<file path="src/rtl/led_array_ctrl_pkg.sv">
`default_nettype none
// ============================================================================
//  Module      : led_ctrl_pkg
//  Description : Shared constants and helpers for the LED array controller:
//                channel mode codes, frame width derivation and the
//                broadcast address.
//  Revision    : 1.0 - initial release
// ============================================================================
package led_ctrl_pkg;

    // Channel mode codes carried in the frame mode field
    localparam logic [2:0] MODE_OFF       = 3'd0;
    localparam logic [2:0] MODE_ON        = 3'd1;
    localparam logic [2:0] MODE_PAT1      = 3'd2;
    localparam logic [2:0] MODE_PAT2      = 3'd3;
    localparam logic [2:0] MODE_BLINK_A   = 3'd4;
    localparam logic [2:0] MODE_BLINK_B   = 3'd5;
    localparam logic [2:0] MODE_PAT1_N    = 3'd6;
    localparam logic [2:0] MODE_BLINK_A_N = 3'd7;

    // A frame is the mode field followed by the address field
    function automatic int frame_w(input int mode_w, input int addr_w);
        return mode_w + addr_w;
    endfunction

    // The all-ones address selects every channel
    function automatic int bcast_addr(input int addr_w);
        return (1 << addr_w) - 1;
    endfunction

endpackage : led_ctrl_pkg
`default_nettype wire

</file>
<file path="src/rtl/led_array_ctrl_if.sv">
`default_nettype none
// ============================================================================
//  Module      : led_array_ctrl_if
//  Description : Serial frame, pattern and LED output bundle of the LED
//                array controller. SDO exists only when LED_SDO_EN is defined.
//  Revision    : 1.0 - initial release
// ============================================================================
interface led_array_ctrl_if #(
    parameter int N_LED = 20
);
    logic             SCK;
    logic             DATA;
    logic             LATCH;
    logic             PATTERN1;
    logic             PATTERN2;
    logic [N_LED-1:0] LED;
    logic             FRAME_ERR;
`ifdef LED_SDO_EN
    logic             SDO;

    modport master (output SCK, DATA, LATCH, PATTERN1, PATTERN2,
                    input  LED, FRAME_ERR, SDO);
    modport slave  (input  SCK, DATA, LATCH, PATTERN1, PATTERN2,
                    output LED, FRAME_ERR, SDO);
`else
    modport master (output SCK, DATA, LATCH, PATTERN1, PATTERN2,
                    input  LED, FRAME_ERR);
    modport slave  (input  SCK, DATA, LATCH, PATTERN1, PATTERN2,
                    output LED, FRAME_ERR);
`endif
endinterface : led_array_ctrl_if
`default_nettype wire

</file>
<file path="src/rtl/led_array_ctrl_chan_mux.sv">
`default_nettype none
// ============================================================================
//  Module      : led_chan_mux
//  Description : Combinational mode-to-level select for one LED channel.
//  Revision    : 1.0 - initial release
// ============================================================================
module led_chan_mux
    import led_ctrl_pkg::*;
#(
    parameter int MODE_W = 3
) (
    input  wire logic [MODE_W-1:0] i_mode,
    input  wire logic              i_pat1,
    input  wire logic              i_pat2,
    input  wire logic              i_blink_a,
    input  wire logic              i_blink_b,
    output logic                   o_level
);

    // Decode the channel mode into the level it should drive
    always_comb begin
        o_level = 1'b0;
        case (i_mode)
            MODE_W'(MODE_OFF):       o_level = 1'b0;
            MODE_W'(MODE_ON):        o_level = 1'b1;
            MODE_W'(MODE_PAT1):      o_level = i_pat1;
            MODE_W'(MODE_PAT2):      o_level = i_pat2;
            MODE_W'(MODE_BLINK_A):   o_level = i_blink_a;
            MODE_W'(MODE_BLINK_B):   o_level = i_blink_b;
            MODE_W'(MODE_PAT1_N):    o_level = ~i_pat1;
            MODE_W'(MODE_BLINK_A_N): o_level = ~i_blink_a;
            default:                 o_level = 1'b0;
        endcase
    end

endmodule : led_chan_mux
`default_nettype wire

</file>
<file path="src/rtl/led_array_ctrl.sv">
`default_nettype none
// ============================================================================
//  Module      : led_array_ctrl
//  Description : Serial-addressed LED array controller. Frames arrive on
//                SCK/DATA (all inputs synchronised to CLK, edges detected),
//                are committed on a LATCH rising edge, and set a per-channel
//                mode that selects off/on/pattern/blink for a registered LED.
//                Optional macro LED_SDO_EN adds the SDO daisy-chain output
//                and relaxes the bit-count check to ">= frame width".
//  Revision    : 1.0 - initial release
// ============================================================================
module led_array_ctrl
    import led_ctrl_pkg::*;
#(
    parameter int N_LED       = 20,
    parameter int ADDR_W      = 5,
    parameter int MODE_W      = 3,
    parameter int SYNC_STAGES = 2,
    parameter int BLINK_DIV_W = 16
) (
    input  wire logic          CLK,
    input  wire logic          RESET,
    led_array_ctrl_if.slave    bus
);

    localparam int FRAME_W = frame_w(MODE_W, ADDR_W);
    localparam int CNT_W   = $clog2(FRAME_W + 2);
`ifdef LED_SDO_EN
    localparam int CNT_MAX = FRAME_W;
`else
    localparam int CNT_MAX = FRAME_W + 1;
`endif

    // Bit positions of the asynchronous inputs inside the synchroniser bus
    localparam int IX_SCK  = 0;
    localparam int IX_DATA = 1;
    localparam int IX_LAT  = 2;
    localparam int IX_P1   = 3;
    localparam int IX_P2   = 4;

    logic [4:0]             w_async;
    logic [4:0]             r_sync [SYNC_STAGES];
    logic [4:0]             w_s;
    logic                   r_sck_d;
    logic                   r_lat_d;
    logic                   w_sck_rise;
    logic                   w_lat_rise;
    logic [FRAME_W-1:0]     r_shift;
    logic [CNT_W-1:0]       r_cnt;
    logic [MODE_W-1:0]      w_mode_f;
    logic [ADDR_W-1:0]      w_addr_f;
    logic                   w_cnt_ok;
    logic                   w_bcast;
    logic                   w_in_range;
    logic                   w_accept;
    logic [MODE_W-1:0]      r_mode [N_LED];
    logic                   r_frame_err;
    logic [BLINK_DIV_W-1:0] r_presc;
    logic [N_LED-1:0]       w_level;
    logic [N_LED-1:0]       r_led;

    assign w_async = {bus.PATTERN2, bus.PATTERN1, bus.LATCH, bus.DATA, bus.SCK};

    // Multi-stage synchroniser for every asynchronous input
    always_ff @(posedge CLK or negedge RESET) begin
        if (!RESET) begin
            for (int i = 0; i < SYNC_STAGES; i++) r_sync[i] <= '0;
        end else begin
            r_sync[0] <= w_async;
            for (int i = 1; i < SYNC_STAGES; i++) r_sync[i] <= r_sync[i-1];
        end
    end

    assign w_s = r_sync[SYNC_STAGES-1];

    // Delayed copies of synchronised SCK/LATCH for rising-edge detection
    always_ff @(posedge CLK or negedge RESET) begin
        if (!RESET) begin
            r_sck_d <= 1'b0;
            r_lat_d <= 1'b0;
        end else begin
            r_sck_d <= w_s[IX_SCK];
            r_lat_d <= w_s[IX_LAT];
        end
    end

    assign w_sck_rise = w_s[IX_SCK] & ~r_sck_d;
    assign w_lat_rise = w_s[IX_LAT] & ~r_lat_d;

    // Frame shift register and saturating bit counter; cleared on commit
    always_ff @(posedge CLK or negedge RESET) begin
        if (!RESET) begin
            r_shift <= '0;
            r_cnt   <= '0;
        end else if (w_lat_rise) begin
            r_shift <= '0;
            r_cnt   <= '0;
        end else if (w_sck_rise && !w_s[IX_LAT]) begin
            r_shift <= {r_shift[FRAME_W-2:0], w_s[IX_DATA]};
            if (r_cnt != CNT_W'(CNT_MAX)) r_cnt <= r_cnt + 1'b1;
        end
    end

`ifdef LED_SDO_EN
    logic r_sdo;

    // Daisy-chain output tracks the shift-register MSB after each shift
    always_ff @(posedge CLK or negedge RESET) begin
        if (!RESET) begin
            r_sdo <= 1'b0;
        end else if (w_sck_rise && !w_s[IX_LAT] && !w_lat_rise) begin
            r_sdo <= r_shift[FRAME_W-2];
        end
    end

    assign bus.SDO  = r_sdo;
    assign w_cnt_ok = (r_cnt >= CNT_W'(FRAME_W));
`else
    assign w_cnt_ok = (r_cnt == CNT_W'(FRAME_W));
`endif

    assign w_mode_f   = r_shift[FRAME_W-1 -: MODE_W];
    assign w_addr_f   = r_shift[ADDR_W-1:0];
    assign w_bcast    = (int'(w_addr_f) == bcast_addr(ADDR_W));
    assign w_in_range = (int'(w_addr_f) < N_LED);
    assign w_accept   = w_cnt_ok && (w_bcast || w_in_range);

    // Commit a frame: update the addressed channel(s) and the error flag
    always_ff @(posedge CLK or negedge RESET) begin
        if (!RESET) begin
            for (int i = 0; i < N_LED; i++) r_mode[i] <= '0;
            r_frame_err <= 1'b0;
        end else if (w_lat_rise) begin
            for (int i = 0; i < N_LED; i++) begin
                if (w_accept && (w_bcast || int'(w_addr_f) == i)) r_mode[i] <= w_mode_f;
            end
            r_frame_err <= ~w_accept;
        end
    end

    // Free-running blink prescaler, untouched by frame traffic
    always_ff @(posedge CLK or negedge RESET) begin
        if (!RESET) r_presc <= '0;
        else        r_presc <= r_presc + 1'b1;
    end

    generate
        for (genvar g = 0; g < N_LED; g++) begin : g_chan
            led_chan_mux #(.MODE_W(MODE_W)) u_mux (
                .i_mode    (r_mode[g]),
                .i_pat1    (w_s[IX_P1]),
                .i_pat2    (w_s[IX_P2]),
                .i_blink_a (r_presc[BLINK_DIV_W-1]),
                .i_blink_b (r_presc[BLINK_DIV_W-2]),
                .o_level   (w_level[g])
            );
        end
    endgenerate

    // Register the decoded channel levels onto the LED outputs
    always_ff @(posedge CLK or negedge RESET) begin
        if (!RESET) r_led <= '0;
        else        r_led <= w_level;
    end

    assign bus.LED       = r_led;
    assign bus.FRAME_ERR = r_frame_err;

endmodule : led_array_ctrl
`default_nettype wire

</file>
<file path="src/flat_wrapper.sv">
// flat-port wrapper written by rule: the top's interface ports become plain ports
module led_array_ctrl_flat import led_ctrl_pkg::*;
#(
    parameter int N_LED       = 20,
    parameter int ADDR_W      = 5,
    parameter int MODE_W      = 3,
    parameter int SYNC_STAGES = 2,
    parameter int BLINK_DIV_W = 16
)
  (CLK, RESET, bus_SCK, bus_DATA, bus_LATCH, bus_PATTERN1, bus_PATTERN2, bus_LED, bus_FRAME_ERR);
  led_array_ctrl_if #(.N_LED(N_LED)) bus_i ();
  input  wire logic CLK;
  input  wire logic RESET;
  input wire logic [$bits(bus_i.SCK)-1:0] bus_SCK;
  input wire logic [$bits(bus_i.DATA)-1:0] bus_DATA;
  input wire logic [$bits(bus_i.LATCH)-1:0] bus_LATCH;
  input wire logic [$bits(bus_i.PATTERN1)-1:0] bus_PATTERN1;
  input wire logic [$bits(bus_i.PATTERN2)-1:0] bus_PATTERN2;
  output wire logic [$bits(bus_i.LED)-1:0] bus_LED;
  output wire logic [$bits(bus_i.FRAME_ERR)-1:0] bus_FRAME_ERR;
  assign bus_i.SCK = bus_SCK;
  assign bus_i.DATA = bus_DATA;
  assign bus_i.LATCH = bus_LATCH;
  assign bus_i.PATTERN1 = bus_PATTERN1;
  assign bus_i.PATTERN2 = bus_PATTERN2;
  assign bus_LED = bus_i.LED;
  assign bus_FRAME_ERR = bus_i.FRAME_ERR;
  led_array_ctrl #(.N_LED(N_LED), .ADDR_W(ADDR_W), .MODE_W(MODE_W), .SYNC_STAGES(SYNC_STAGES), .BLINK_DIV_W(BLINK_DIV_W)) u_core (.CLK(CLK), .RESET(RESET), .bus(bus_i));
endmodule
</file>
<file path="config.mk">
export PLATFORM = sky130hd
export DESIGN_NAME = led_array_ctrl_flat
export DESIGN_NICKNAME = d
export VERILOG_FILES = /design/src/rtl/led_array_ctrl_pkg.sv /design/src/rtl/led_array_ctrl_if.sv /design/src/rtl/led_array_ctrl_chan_mux.sv /design/src/rtl/led_array_ctrl.sv /design/src/flat_wrapper.sv
export SDC_FILE = /design/constraint.sdc
export NUM_CORES = 1
export LEC_CHECK = 0
export ABC_AREA = 0
export BUFFER_PORTS_ARGS = -buffer_cell sky130_fd_sc_hd__buf_2
export CAP_MARGIN = 15
export CORE_MARGIN = 2
export CORE_UTILIZATION = 60
export CTS_BUF_LIST = sky130_fd_sc_hd__clkbuf_8
export DETAILED_ROUTE_END_ITERATION = 12
export PLACE_DENSITY = 0.88
export SYNTH_ARGS = -nofsm -noshare
export SYNTH_HDL_FRONTEND = slang
export SYNTH_HIERARCHICAL = 1
export SYNTH_SLANG_ARGS = --single-unit
</file>
<file path="constraint.sdc">
create_clock -name CLK -period 6.42 [get_ports CLK]
set_clock_uncertainty 0.15 [all_clocks]
set_input_delay 0.321 -clock CLK [delete_from_list [all_inputs] [get_ports CLK]]
set_output_delay 0.321 -clock CLK [all_outputs]
set_load 0.01 [all_outputs]
</file>
* Yosys cells after proc, flatten, opt, wreduce, memory -nomap -nowiden
Index checks and enable logic that the tools add are counted.
** Word-level totals
- Bits of input ports :: 7
- Output and inout bits :: 21
- Logic and storage cells :: 314
- Register bits :: 121
** Cells by class
- Muxes and demuxes :: 25
- Order comparisons :: 1
- Reduce and logical (&&, ||, !) cells :: 88
- Bitwise operators :: 7
- Equality and inequality tests :: 162
- Add/sub/neg operators :: 2
** Operators with widths (number)
- 3-bit == test, second input constant :: 80
- 1-bit case mux with 8 select lines :: 20
- 3-bit by 2-bit == test with 1-bit output, second input constant :: 40
- 3-bit by 1-bit == test with 1-bit output, second input constant :: 20
- 5-bit == test, second input constant :: 12
- 3-bit logical NOT :: 20
- 2-bit AND reduction :: 21
- 1-bit logical AND :: 22
- 1-bit logical OR :: 21
- 5-bit by 4-bit == test with 1-bit output, second input constant :: 4
- 16-bit by 1-bit adder with 16-bit output, second input constant :: 1
- 8-bit two-way mux :: 2
- 4-bit two-way mux :: 3
- 5-bit by 3-bit == test with 1-bit output, second input constant :: 2
- 5-bit by 1-bit == test with 1-bit output, second input constant :: 1
- 5-bit by 2-bit == test with 1-bit output, second input constant :: 1
- 5-bit logical NOT :: 1
- 5-bit < comparator, second input constant :: 1
- 1-bit inverter :: 5
- 4-bit by 1-bit adder with 4-bit output, second input constant :: 1
- 4-bit == test, second input constant :: 1
- 4-bit inequality test, second input constant :: 1
- 2-bit nonzero test :: 2
- 1-bit AND :: 2
- 1-bit logical NOT :: 1

* Depth between registers and ports, before layout
Gate-level depths: netlist of run 1.
- Word-level depth :: 5
- Mapped depth :: 7
- Depth with buffers taken out :: 6

* By module
The synthesis of run 1 kept the hierarchy.
** Modules (own cells, without submodules)
- led_array_ctrl :: area an instance 4640.7 sq um, instances 1, cells each 337
- led_chan_mux :: area an instance 51.3 sq um, instances 20, cells each 6

* Least setup slack after synthesis of run 1
No wires, ideal clock.
- Path kind :: reg2reg
- From :: reg u_core.r_cnt[0]
- To :: reg u_core/r_mode[57] (netlist name)
- Setup slack :: 4.273 ns
- Cell stages (with the launch flop) :: 8
- Data required time :: 6.145 ns
- Path buffers :: 1
- Data arrival time :: 1.872 ns
- Path through :: dfrtp_1 > inv_1 > ha_1 > nand4b_1 > a211oi_4 > buf_6 > o21a_1 > mux2_2
** On the way
- Cells in the longest elaborated chain, start to end :: 4
** Ends and longest elaborated chain
- start: declaration :: line led_array_ctrl.sv:49 : logic [CNT_W-1:0] r_cnt;
- start signal: assignment :: line led_array_ctrl.sv:100 : if (r_cnt != CNT_W'(CNT_MAX)) r_cnt <= r_cnt + 1'b1;
- 4-bit == test :: line led_array_ctrl.sv:119 : assign w_cnt_ok = (r_cnt == CNT_W'(FRAME_W));
- 1-bit logical AND :: line led_array_ctrl.sv:126 : assign w_accept = w_cnt_ok && (w_bcast || w_in_range);
- 1-bit logical AND :: line led_array_ctrl.sv:135 : if (w_accept && (w_bcast || int'(w_addr_f) == i)) r_mode[i] <= w_mode_f;
- 2-bit AND reduction (no source line)
- end: declaration :: line led_array_ctrl.sv:56 : logic [MODE_W-1:0] r_mode [N_LED];
No other way between the ends.
A chain may end at the register's enable or synchronous reset.

* Worst setup path after layout of run 1
- From :: reg u_core.r_cnt[1]
- To :: reg u_core/r_mode[54] (netlist name)
Same word-level chain as after synthesis.

==> run summary, run 1 <==
Crit-path slowest cell - a211oi_4
Slew @ Worst Pin - 893.8 ps
Static leakage - 3.083 nW
Final hold slack - 198.1 ps
Post-Synthesis Cells - 457
Pin count of the biggest net entering global routing - 67
Clock power share - 45.2%
Post-DP HPWL - 6554 um
# IOs - 28
Die W - 101.2 um
CP startpoint - u_core/r_cnt[1]
Crit path capture - u_core/r_mode[54]
Via density per instance - 5.839
DP Cell Count - 582
Vias in the first global route - 3779
P_sw - 0.3276 mW
GRT busiest layer - met2
Setup crit end kind - flip-flop
Top-count cell post-synth - dfrtp_1
Num CTS Buffers - 17
Post-synth EDFFs - 0
# fillers - 637
Core Region - 9196 sq um
Top delay family on crit path - compound AO/OA/AOI/OAI gates
Die Area - 10240 sq um
Top cell type's share of synthesized area - 53.43%
Tmin final - 2594 ps
Worst min path class - flip-flop to flip-flop
Total global routing overflow - 0
Worst R2R Setup Slack - 3830 ps
# DRC - 0
R2R Path End - u_core/r_mode[54]
Net count, final - 507
FMAX - 385.5 MHz
Detail Route Antenna Nets - 0
Period utilization - 40.40%
Max-slew violations - 0
FFs w/ async S/R, synth - 100.0%
Synth cell count leaders - dfrtp_1, mux2_2, nor2_1
Status - complete, no violations
First-pass GRT wire length - 18100 um
CP max stage delay - 690 ps
Final setup violation count - 0
Final Hold Fails - 0
First-pass DRT Iterations - 4
Row count - 35
Initial antenna violation count - 0
Post_cts resized - 0
Levels on crit path - 6
Layout cells sized above 1 - 27.90%
Internal power - 1.186 mW
Placer Congestion - 0.8854
Critical path data arrival time - 2750 ps
Reg-to-Reg Start - u_core/r_cnt[1]
Initial drt markers - 199
Post-Route WL - 10690 um
CP required - 6580 ps
Placement Cell Area - 5897 sq um
Comb pwr share - 3.2%
# hold bufs at CTS - 6
Reg power frac - 51.6%
Sequential-to-total area share from yosys stat - 53.43%
Post-synth top flop - dfrtp_1
RSZ-0062 raised after global routing - no
Mapped Avg Cell Area - 12.40 sq um
Final instance area - 6369 sq um
MaxCap Viol Count - 0
Clock Path Buffers - 2
Drt wl/cell - 17.24 um
Critical path, cell by cell - inv_1 -> ha_1 -> nand4b_1 -> a211oi_4 -> o21a_1 -> mux2_2
Sw Ratio - 21.65%
Met3 usage - 6.625%
Worst-Skew Late Latency - 430 ps
CTS tree - done
Setup crit start kind - flip-flop
Synthesized cell area - 5667 sq um
Sum Neg Setup Slack - 0 ps
Peak VDD IR - 0.1638 mV
R2r worst-path depth - 6
Most area-consuming cells after synthesis - dfrtp_1, mux2_2, mux4_2
Initial core utilization - 61.62%
Gr usage total - 23.47%
Power Density - 237.6 nW/um^2
Synthesis-stage register bit count - 121
N_diodes - 0
CP Class - flip-flop to flip-flop
Buf/Inv on CP - 1
Relative slew slack - 40.41%
Root Driver - clkbuf_8
Leading area contributor after synthesis - dfrtp_1
Layout Cells excl Fill - 620
Die height - 101.2 um
Area Overhead vs Synth - 12.39%
Setup repair bufs after CTS - 0
Clk pin slew, worst setup/hold paths - 60 ps
Synth warnings - 6
Via count - 3620
Met2 Track Usage GR - 38.77%
Clk sinks - 121
Synth cell types - 39
Max Fanout on Critical Path - 15
Post-synth net total - 468
Met1 GRT Util - 29.20%
H-tree Lvls - 4
Port buffer count - 27
-- per-stage QoR --
| stage | total power [mW] | utilization [%] | worst slack (ps) |
|---|---|---|---|
| 5_1_grt | 1.577 | 69.25 | 3708 |
| 3_3_place_gp | 0.8365 | 64.12 | 3951 |
| 4_1_cts | 1.528 | 69.25 | 3864 |
| 2_1_floorplan | 0.8135 | - | 4273 |
| 3_5_place_dp | 0.8407 | 64.12 | 3897 |
| 6_report | 1.513 | 69.25 | 3826 |
-- sequential cells by signal, indices dropped and copies added, names as in the netlist --
name	cells
u_core/bus.FRAME_ERR	1
u_core/r_mode	60
u_core/bus.LED	20
u_core/r_sck_d	1
u_core/r_lat_d	1
u_core/r_cnt	4
u_core/r_shift	8
u_core/w_s	5
u_core/r_presc	16
u_core/r_sync	5
-- layout by cell type, fill, tap and decap left out, types with 2 or more instances in the layout --
cell / count
inv_1: 9
ha_1: 4
xnor2_1: 10
nand3_1: 9
nor2_1: 51
nor3_1: 10
nand2b_1: 25
o21ai_0: 11
nand2_1: 25
clkbuf_8: 23
buf_4: 4
dlygate4sd3_1: 6
nand4_1: 6
clkinv_2: 4
o21a_1: 14
xor2_1: 25
nand4b_1: 2
buf_2: 26
dfrtp_1: 121
bufinv_16: 2
mux4_2: 20
and3_1: 5
mux2_2: 59
and2_1: 20
-- worst min-delay path by stage --
stage | from | end | cells after the start
CTS | u_core/r_sync[9] | u_core/w_s[4] | 0
detailed placement | u_core/r_sync[9] | u_core/w_s[4] | 0
global placement | u_core/r_sync[6] | u_core/w_s[1] | 0
floorplan | RESET | u_core/bus.FRAME_ERR | 0
global route | u_core/r_sync[9] | u_core/w_s[4] | 0
finish | u_core/r_sync[9] | u_core/w_s[4] | 0
-- logic make-up after synthesis --
logic type	share of synthesized area [%]
AND/OR/NAND/NOR	14.29
flip-flops	53.43
multiplexers	19.87
XOR/XNOR	5.410
AO/OA/AOI/OAI	4.438
buffers and inverters	1.678
adder cells (fa/ha/maj)	0.8832
-- layer usage --
layer / part of all wire, % / wire [um] / vias to the layer above
met1: 41 / 4353 / 1828
li1: - / - / 1676
met2: 52 / 5570 / 100
met4: 1.6 / 175 / 0
met3: 5.5 / 588 / 16
met5: 0 / 0 / -
-- final cells by class --
class | count | area, sq um | area share [%]
clock inverters | 9 | 95.09 | 1.493
inverters | 7 | 26.28 | 0.4126
clock buffers | 23 | 316.6 | 4.971
well taps | 111 | 138.9 | 2.181
multi-input cells | 313 | 2544 | 39.94
repair buffers | 36 | 220.2 | 3.458
flip-flops and latches | 121 | 3028 | 47.54
-- power by group through the flow --
stage / Combinational [mW] / Clock, mW / Sequential, mW
CTS: 0.0492 / 0.699 / 0.781
finish: 0.0482 / 0.684 / 0.781
detailed placement: 0.0460 / 0 / 0.795
global placement: 0.0430 / 0 / 0.793
floorplan: 0.0224 / 0 / 0.791
global route: 0.0566 / 0.739 / 0.782
No activity file was read; power rests on OpenSTA's default activity.
==> run 2, diff against run 1 <==
--- a/config.mk
+++ b/config.mk
@@ -9,7 +9,7 @@
 export BUFFER_PORTS_ARGS = -buffer_cell sky130_fd_sc_hd__buf_2
 export CAP_MARGIN = 15
 export CORE_MARGIN = 2
-export CORE_UTILIZATION = 60
+export CORE_UTILIZATION = 57
 export CTS_BUF_LIST = sky130_fd_sc_hd__clkbuf_8
 export DETAILED_ROUTE_END_ITERATION = 12
 export PLACE_DENSITY = 0.88
==> constraint.sdc (replaced) <==
create_clock -name CLK -period 2.3 [get_ports CLK]
set_clock_uncertainty 0.15 [all_clocks]
set_input_delay 0.115 -clock CLK [delete_from_list [all_inputs] [get_ports CLK]]
set_output_delay 0.115 -clock CLK [all_outputs]
set_load 0.01 [all_outputs]
==> run summary, run 2 (synthesis results as in run 1) <==
Initial antenna violation count - 0 (unchanged)
RSZ-0062 raised after global routing - no (unchanged)
Period utilization - 94.91% (was 40.40%)
Most frequent cells in the layout - dfrtp_1, mux2_2, nor2_1, buf_2 (unchanged)
Root Driver - clkbuf_8 (unchanged)
Die W - 103.7 um (was 101.2 um)
CP Class - flip-flop to flip-flop (unchanged)
Biggest register - u_core/r_mode (unchanged)
Detail Route Antenna Nets - 0 (unchanged)
Layout Cells excl Fill - 654 (was 620)
Num CTS Buffers - 17 (unchanged)
Worst setup margin - 117.1 ps (was 3826 ps)
Row count - 36 (was 35)
CTS tree - done (unchanged)
FMAX - 458.1 MHz (was 385.5 MHz)
N_diodes - 0 (unchanged)
Setup crit end kind - flip-flop (unchanged)
Final Hold Fails - 0 (unchanged)
Gr usage total - 21.86% (was 23.47%)
Clk pin slew, worst setup/hold paths - 70 ps (was 60 ps)
Initial drt markers - 254 (was 199)
Vias in the first global route - 3888 (was 3779)
Clock power share - 46.3% (was 45.2%)
Final hold slack - 49.07 ps (was 198.1 ps)
Initial core utilization - 58.24% (was 61.62%)
Setup crit start kind - flip-flop (unchanged)
Comb pwr share - 3.8% (was 3.2%)
Internal power - 3.433 mW (was 1.186 mW)
Critical path data arrival time - 2340 ps (was 2750 ps)
Max Fanout on Critical Path - 3 (was 15)
Port buffer count - 27 (unchanged)
DP Cell Count - 616 (was 582)
# DRC - 0 (unchanged)
Worst min path class - input pin to async pin (was flip-flop to flip-flop)
Reg-to-Reg Start - u_core/r_cnt[1] (unchanged)
Via count - 3628 (was 3620)
Setup slack at placement - 126.6 ps (was 3897 ps)
Area Overhead vs Synth - 15.37% (was 12.39%)
H-tree Lvls - 4 (unchanged)
Final setup violation count - 0 (unchanged)
Utilization after layout - 67.19% (was 69.25%)
Post-Route WL - 10800 um (was 10690 um)
R2r worst-path depth - 8 (was 6)
Power Total - 4.340 mW (was 1.513 mW)
Pin count of the biggest net entering global routing - 61 (was 67)
# IOs - 28 (unchanged)
Peak VDD IR - 0.4490 mV (was 0.1638 mV)
MaxCap Viol Count - 0 (unchanged)
Relative slew slack - 36.96% (was 40.41%)
Slew @ Worst Pin - 945.5 ps (was 893.8 ps)
Placer Congestion - 0.8061 (was 0.8854)
Worst-Skew Late Latency - 420 ps (was 430 ps)
Sum Neg Setup Slack - 0 ps (unchanged)
Placement Cell Area - 6027 sq um (was 5897 sq um)
Drt wl/cell - 16.52 um (was 17.24 um)
# fillers - 680 (was 637)
Net count, final - 521 (was 507)
Layout cells sized above 1 - 30.13% (was 27.90%)
Die height - 103.7 um (was 101.2 um)
Reg power frac - 49.9% (was 51.6%)
Die Area - 10750 sq um (was 10240 sq um)
Clock Path Buffers - 2 (unchanged)
Total global routing overflow - 0 (unchanged)
Clk sinks - 121 (unchanged)
Status - complete, no violations (unchanged)
CP required - 2460 ps (was 6580 ps)
Final instance area - 6538 sq um (was 6369 sq um)
Static leakage - 3.161 nW (was 3.083 nW)
Commonest non-fill, non-tap cell in the layout - dfrtp_1 (unchanged)
Sw Ratio - 20.90% (was 21.65%)
Via density per instance - 5.547 (was 5.839)
Max-slew violations - 0 (unchanged)
First-pass GRT wire length - 18500 um (was 18100 um)
First-pass DRT Iterations - 4 (unchanged)
Core Region - 9729 sq um (was 9196 sq um)
Max reg flops - 60 (unchanged)
Power Density - 663.9 nW/um^2 (was 237.6 nW/um^2)
Post-DP HPWL - 6770 um (was 6554 um)
Tmin final - 2183 ps (was 2594 ps)
R2R Path End - u_core/r_mode[12] (was u_core/r_mode[54])
Worst R2R Setup Slack - 120 ps (was 3830 ps)
P_sw - 0.9073 mW (was 0.3276 mW)
-- run 2: cell type report --
type,instances,area (sq um),share of cell area [%]
Tap cell,133,166.4,2.545
Sequential cell,121,3028,46.32
Clock buffer,23,316.6,4.842
Multi-Input combinational cell,313,2549,38.99
Inverter,7,26.28,0.4019
Timing Repair Buffer,50,337.8,5.167
Clock inverter,7,113.9,1.742
-- run 2: critical path, cell delays in order (launching register included) --
cell      delay (ps)
dfrtp_1          370
inv_1             80
ha_1             140
nand4b_1         180
buf_4            210
buf_4            130
nor3_1           290
buf_4            190
mux2_2           320
-- run 2: worst max-delay path by stage --
stage / startpoint / endpoint / slack (ps) / cells past startpoint
after global placement: u_core/r_cnt[1] / u_core/r_mode[44] / 200 / 7
after CTS: u_core/r_cnt[1] / u_core/r_mode[15] / 110 / 7
after global routing: u_core/r_cnt[1] / u_core/r_mode[8] / 20 / 7
after detailed placement: u_core/r_cnt[1] / u_core/r_mode[4] / 130 / 7
final: u_core/r_cnt[1] / u_core/r_mode[12] / 120 / 8
after floorplan: u_core/r_cnt[0] / u_core/r_mode[57] / 150 / 7
-- run 2: routing by layer --
metal	global-route usage (%)	share of wire [%]	vias up
met1	26.25	42	1818
met3	5.664	5.0	19
li1	-	-	1695
met5	0	0	-
met4	9.363	2.1	0
met2	37.51	51	96
-- run 2: power groups by stage --
stage	registers [mW]	logic, mW	clock network, mW
after floorplan	2.21	0.0625	0
after global placement	2.20	0.147	0
after detailed placement	2.21	0.153	0
after CTS	2.17	0.162	2.06
after global routing	2.17	0.187	2.15
final	2.17	0.164	2.01
-- run 2: timing repair --
action / 4_1_cts / 5_1_grt
resized for setup: 0 / 1
hold buffers: 6 / 0
setup buffers: 0 / 2
hold endpoints to repair: 114 / 0
setup endpoints to repair: 0 / 45
==> run 3, diff against run 2 <==
--- a/config.mk
+++ b/config.mk
@@ -15,5 +15,4 @@
 export PLACE_DENSITY = 0.88
 export SYNTH_ARGS = -nofsm -noshare
 export SYNTH_HDL_FRONTEND = slang
-export SYNTH_HIERARCHICAL = 1
 export SYNTH_SLANG_ARGS = --single-unit
==> run summary, run 3 <==
Layout cells sized above 1 - 26.94% (was 30.13%)
Met1 wire length - 5061 um (was 4534 um)
Synth cell count leaders - dfrtp_1, mux2_2, nand2_1 (was dfrtp_1, mux2_2, nor2_1)
Core Region - 9819 sq um (was 9729 sq um)
Commonest non-fill, non-tap cell in the layout - dfrtp_1 (unchanged)
Pin count of the biggest net entering global routing - 68 (was 61)
Setup crit end kind - flip-flop (unchanged)
Die W - 104.7 um (was 103.7 um)
Post-synth top flop - dfrtp_1 (unchanged)
Port buffer count - 27 (unchanged)
Via density per instance - 5.989 (was 5.547)
FMAX - 460.4 MHz (was 458.1 MHz)
N_diodes - 0 (unchanged)
Static leakage - 2.915 nW (was 3.161 nW)
Placer Congestion - 0.7896 (was 0.8061)
Clock Path Buffers - 2 (unchanged)
MaxCap Viol Count - 0 (unchanged)
Internal power - 3.475 mW (was 3.433 mW)
Synthesized cell area - 5782 sq um (was 5667 sq um)
Layout Cells excl Fill - 701 (was 654)
Most area-consuming cells after synthesis - dfrtp_1, mux2_2, o21ai_0 (was dfrtp_1, mux2_2, mux4_2)
Peak VDD IR - 0.6246 mV (was 0.4490 mV)
Uppermost layer routed - met4 (unchanged)
Area Overhead vs Synth - 13.98% (was 15.37%)
Total global routing overflow - 0 (unchanged)
Final instance area - 6590 sq um (was 6538 sq um)
# hold bufs at CTS - 7 (was 6)
Net count, final - 566 (was 521)
Metal3 WL - 677 um (was 538 um)
Post-synth net total - 527 (was 468)
Max Fanout on Critical Path - 15 (was 3)
# DRC - 0 (unchanged)
Sw Ratio - 22.77% (was 20.90%)
Leading area contributor after synthesis - dfrtp_1 (unchanged)
P_sw - 1.024 mW (was 0.9073 mW)
Worst min path class - input pin to async pin (unchanged)
Post-Synthesis Cells - 516 (was 457)
Sequential-to-total area share from yosys stat - 52.37% (was 53.43%)
Vias in the first global route - 4289 (was 3888)
Worst-Skew Late Latency - 440 ps (was 420 ps)
Num CTS Buffers - 17 (unchanged)
First-pass GRT wire length - 20320 um (was 18500 um)
Root Driver - clkbuf_8 (unchanged)
Synth warnings - 0 (was 6)
Critical path data arrival time - 2330 ps (was 2340 ps)
Initial core utilization - 58.88% (was 58.24%)
Placement Cell Area - 6058 sq um (was 6027 sq um)
Drt wl/cell - 17.39 um (was 16.52 um)
Status - complete, no violations (unchanged)
Via count - 4198 (was 3628)
H-tree Lvls - 4 (unchanged)
CP Class - flip-flop to flip-flop (unchanged)
Max reg flops - 60 (unchanged)
Mapped Avg Cell Area - 11.21 sq um (was 12.40 sq um)
Clock power share - 48.4% (was 46.3%)
Reg power frac - 48.2% (was 49.9%)
Post_cts resized - 0 (unchanged)
Comb pwr share - 3.5% (was 3.8%)
Detail Route Antenna Nets - 0 (unchanged)
CTS tree - done (unchanged)
Synthesis-stage register bit count - 121 (unchanged)
Max-slew violations - 0 (unchanged)
Final Hold Fails - 0 (unchanged)
Clk pin slew, worst setup/hold paths - 80 ps (was 70 ps)
Initial drt markers - 280 (was 254)
Period utilization - 94.44% (was 94.91%)
First-pass DRT Iterations - 5 (was 4)
Clk sinks - 121 (unchanged)
DP Cell Count - 662 (was 616)
Relative slew slack - 35.82% (was 36.96%)
Post-DP HPWL - 7512 um (was 6770 um)
Setup crit start kind - flip-flop (unchanged)
Most frequent cells in the layout - dfrtp_1, mux2_2, nand2_1, o21ai_0, buf_2 (was dfrtp_1, mux2_2, nor2_1, buf_2)
Top cell type's share of synthesized area - 52.37% (was 53.43%)
CP required - 2460 ps (about the same)
Biggest register - u_core.r_mode (was u_core/r_mode)
Post-Route WL - 12190 um (was 10800 um)
Met2 wire length - 6278 um (was 5506 um)
RSZ-0062 raised after global routing - no (unchanged)
FFs w/ async S/R, synth - 100.0% (unchanged)
Tmin final - 2172 ps (was 2183 ps)
Sum Neg Setup Slack - 0 ps (unchanged)
Post-synth EDFFs - 0 (unchanged)
Die Area - 10970 sq um (was 10750 sq um)
Initial antenna violation count - 0 (unchanged)
Final setup violation count - 0 (unchanged)
Setup repair bufs after CTS - 0 (unchanged)
Power Density - 682.8 nW/um^2 (was 663.9 nW/um^2)
Slew @ Worst Pin - 959.6 ps (was 945.5 ps)
Gr usage total - 23.54% (was 21.86%)
Synth cell types - 46 (was 39)
Row count - 36 (unchanged)
# IOs - 28 (unchanged)
Die height - 104.7 um (was 103.7 um)
Top-count cell post-synth - dfrtp_1 (unchanged)
==> run 3: cell types whose count changed after synthesis, moves of 18 or more <==
| cell | delta |
|---|---|
| nor2_1 | -35 |
| nand2_1 | +20 |
| a21oi_1 | +21 |
| xor2_1 | -19 |
| nor2b_1 | +19 |
| and2_1 | -18 |
| nand2b_1 | -19 |
| mux4_2 | -20 |
| o21ai_0 | +32 |
==> run 3: per-layer routing <==
layer	up-vias	global-route usage, %
met2	135	39.36
met5	-	0
met3	22	5.427
met1	2102	29.52
met4	0	10.00
li1	1939	-
==> run 3: final timing paths <==
kind	from	to	slack, ps	cells past startpoint
max	u_core.r_cnt[2]	u_core.r_mode[23]	130	4
min	RESET	u_core.bus.LED[0]	100	3
max reg2reg	u_core.r_cnt[2]	u_core.r_mode[23]	130	4
min reg2reg	u_core.r_sync[8]	u_core.w_s[3]	200	0
max in group asynchronous	RESET	u_core.bus.LED[19]	590	3
min in group CLK	bus_DATA	u_core.r_sync[6]	170	2
==> run 3: power groups by stage <==
stage	Combinational, mW	Clock, mW	Sequential, mW
after floorplan	0.0795	0	2.20
after global placement	0.145	0	2.21
after detailed placement	0.147	0	2.21
after CTS	0.159	2.20	2.17
after global routing	0.177	2.32	2.17
final	0.156	2.18	2.17
==> run 3: worst max-delay path, stage by stage (launching register included) <==
cell      delay [ps]
dfrtp_1          410
and4bb_2         400
o211ai_4         310
nor2_1           380
mux2_2           390
==> run 3: logic make-up after synthesis <==
group | synth area share (%)
DFF | 52.37
xor gates and xnor gates | 2.424
AOI/OAI and AO/OA | 13.79
buffers and inverters | 3.030
muxes | 12.55
and+or+nand+nor | 14.97
adders and majority gates | 0.8656
==> run 3: layout make-up <==
class	instances	area (sq um)
tap	133	166.4
inverter	12	45.04
multi-input combinational	357	2579
clock buffer	20	275.3
sequential	121	3028
timing repair buffer	46	310.3
fill	707	3229
clock inverter	12	186.4
==> run 3: per-stage QoR <==
| step | utilization (%) | worst slack (ps) | hold slack (ps) | total power [mW] |
|---|---|---|---|---|
| after floorplan | - | 461.2 | -330.6 | 2.278 |
| after global placement | 61.70 | 242.7 | -117.2 | 2.350 |
| after detailed placement | 61.70 | 178.9 | -114.2 | 2.355 |
| after CTS | 67.11 | 124.1 | 123.5 | 4.524 |
| after global routing | 67.11 | 56.63 | 131.0 | 4.670 |
| final | 67.11 | 128.0 | 95.46 | 4.499 |
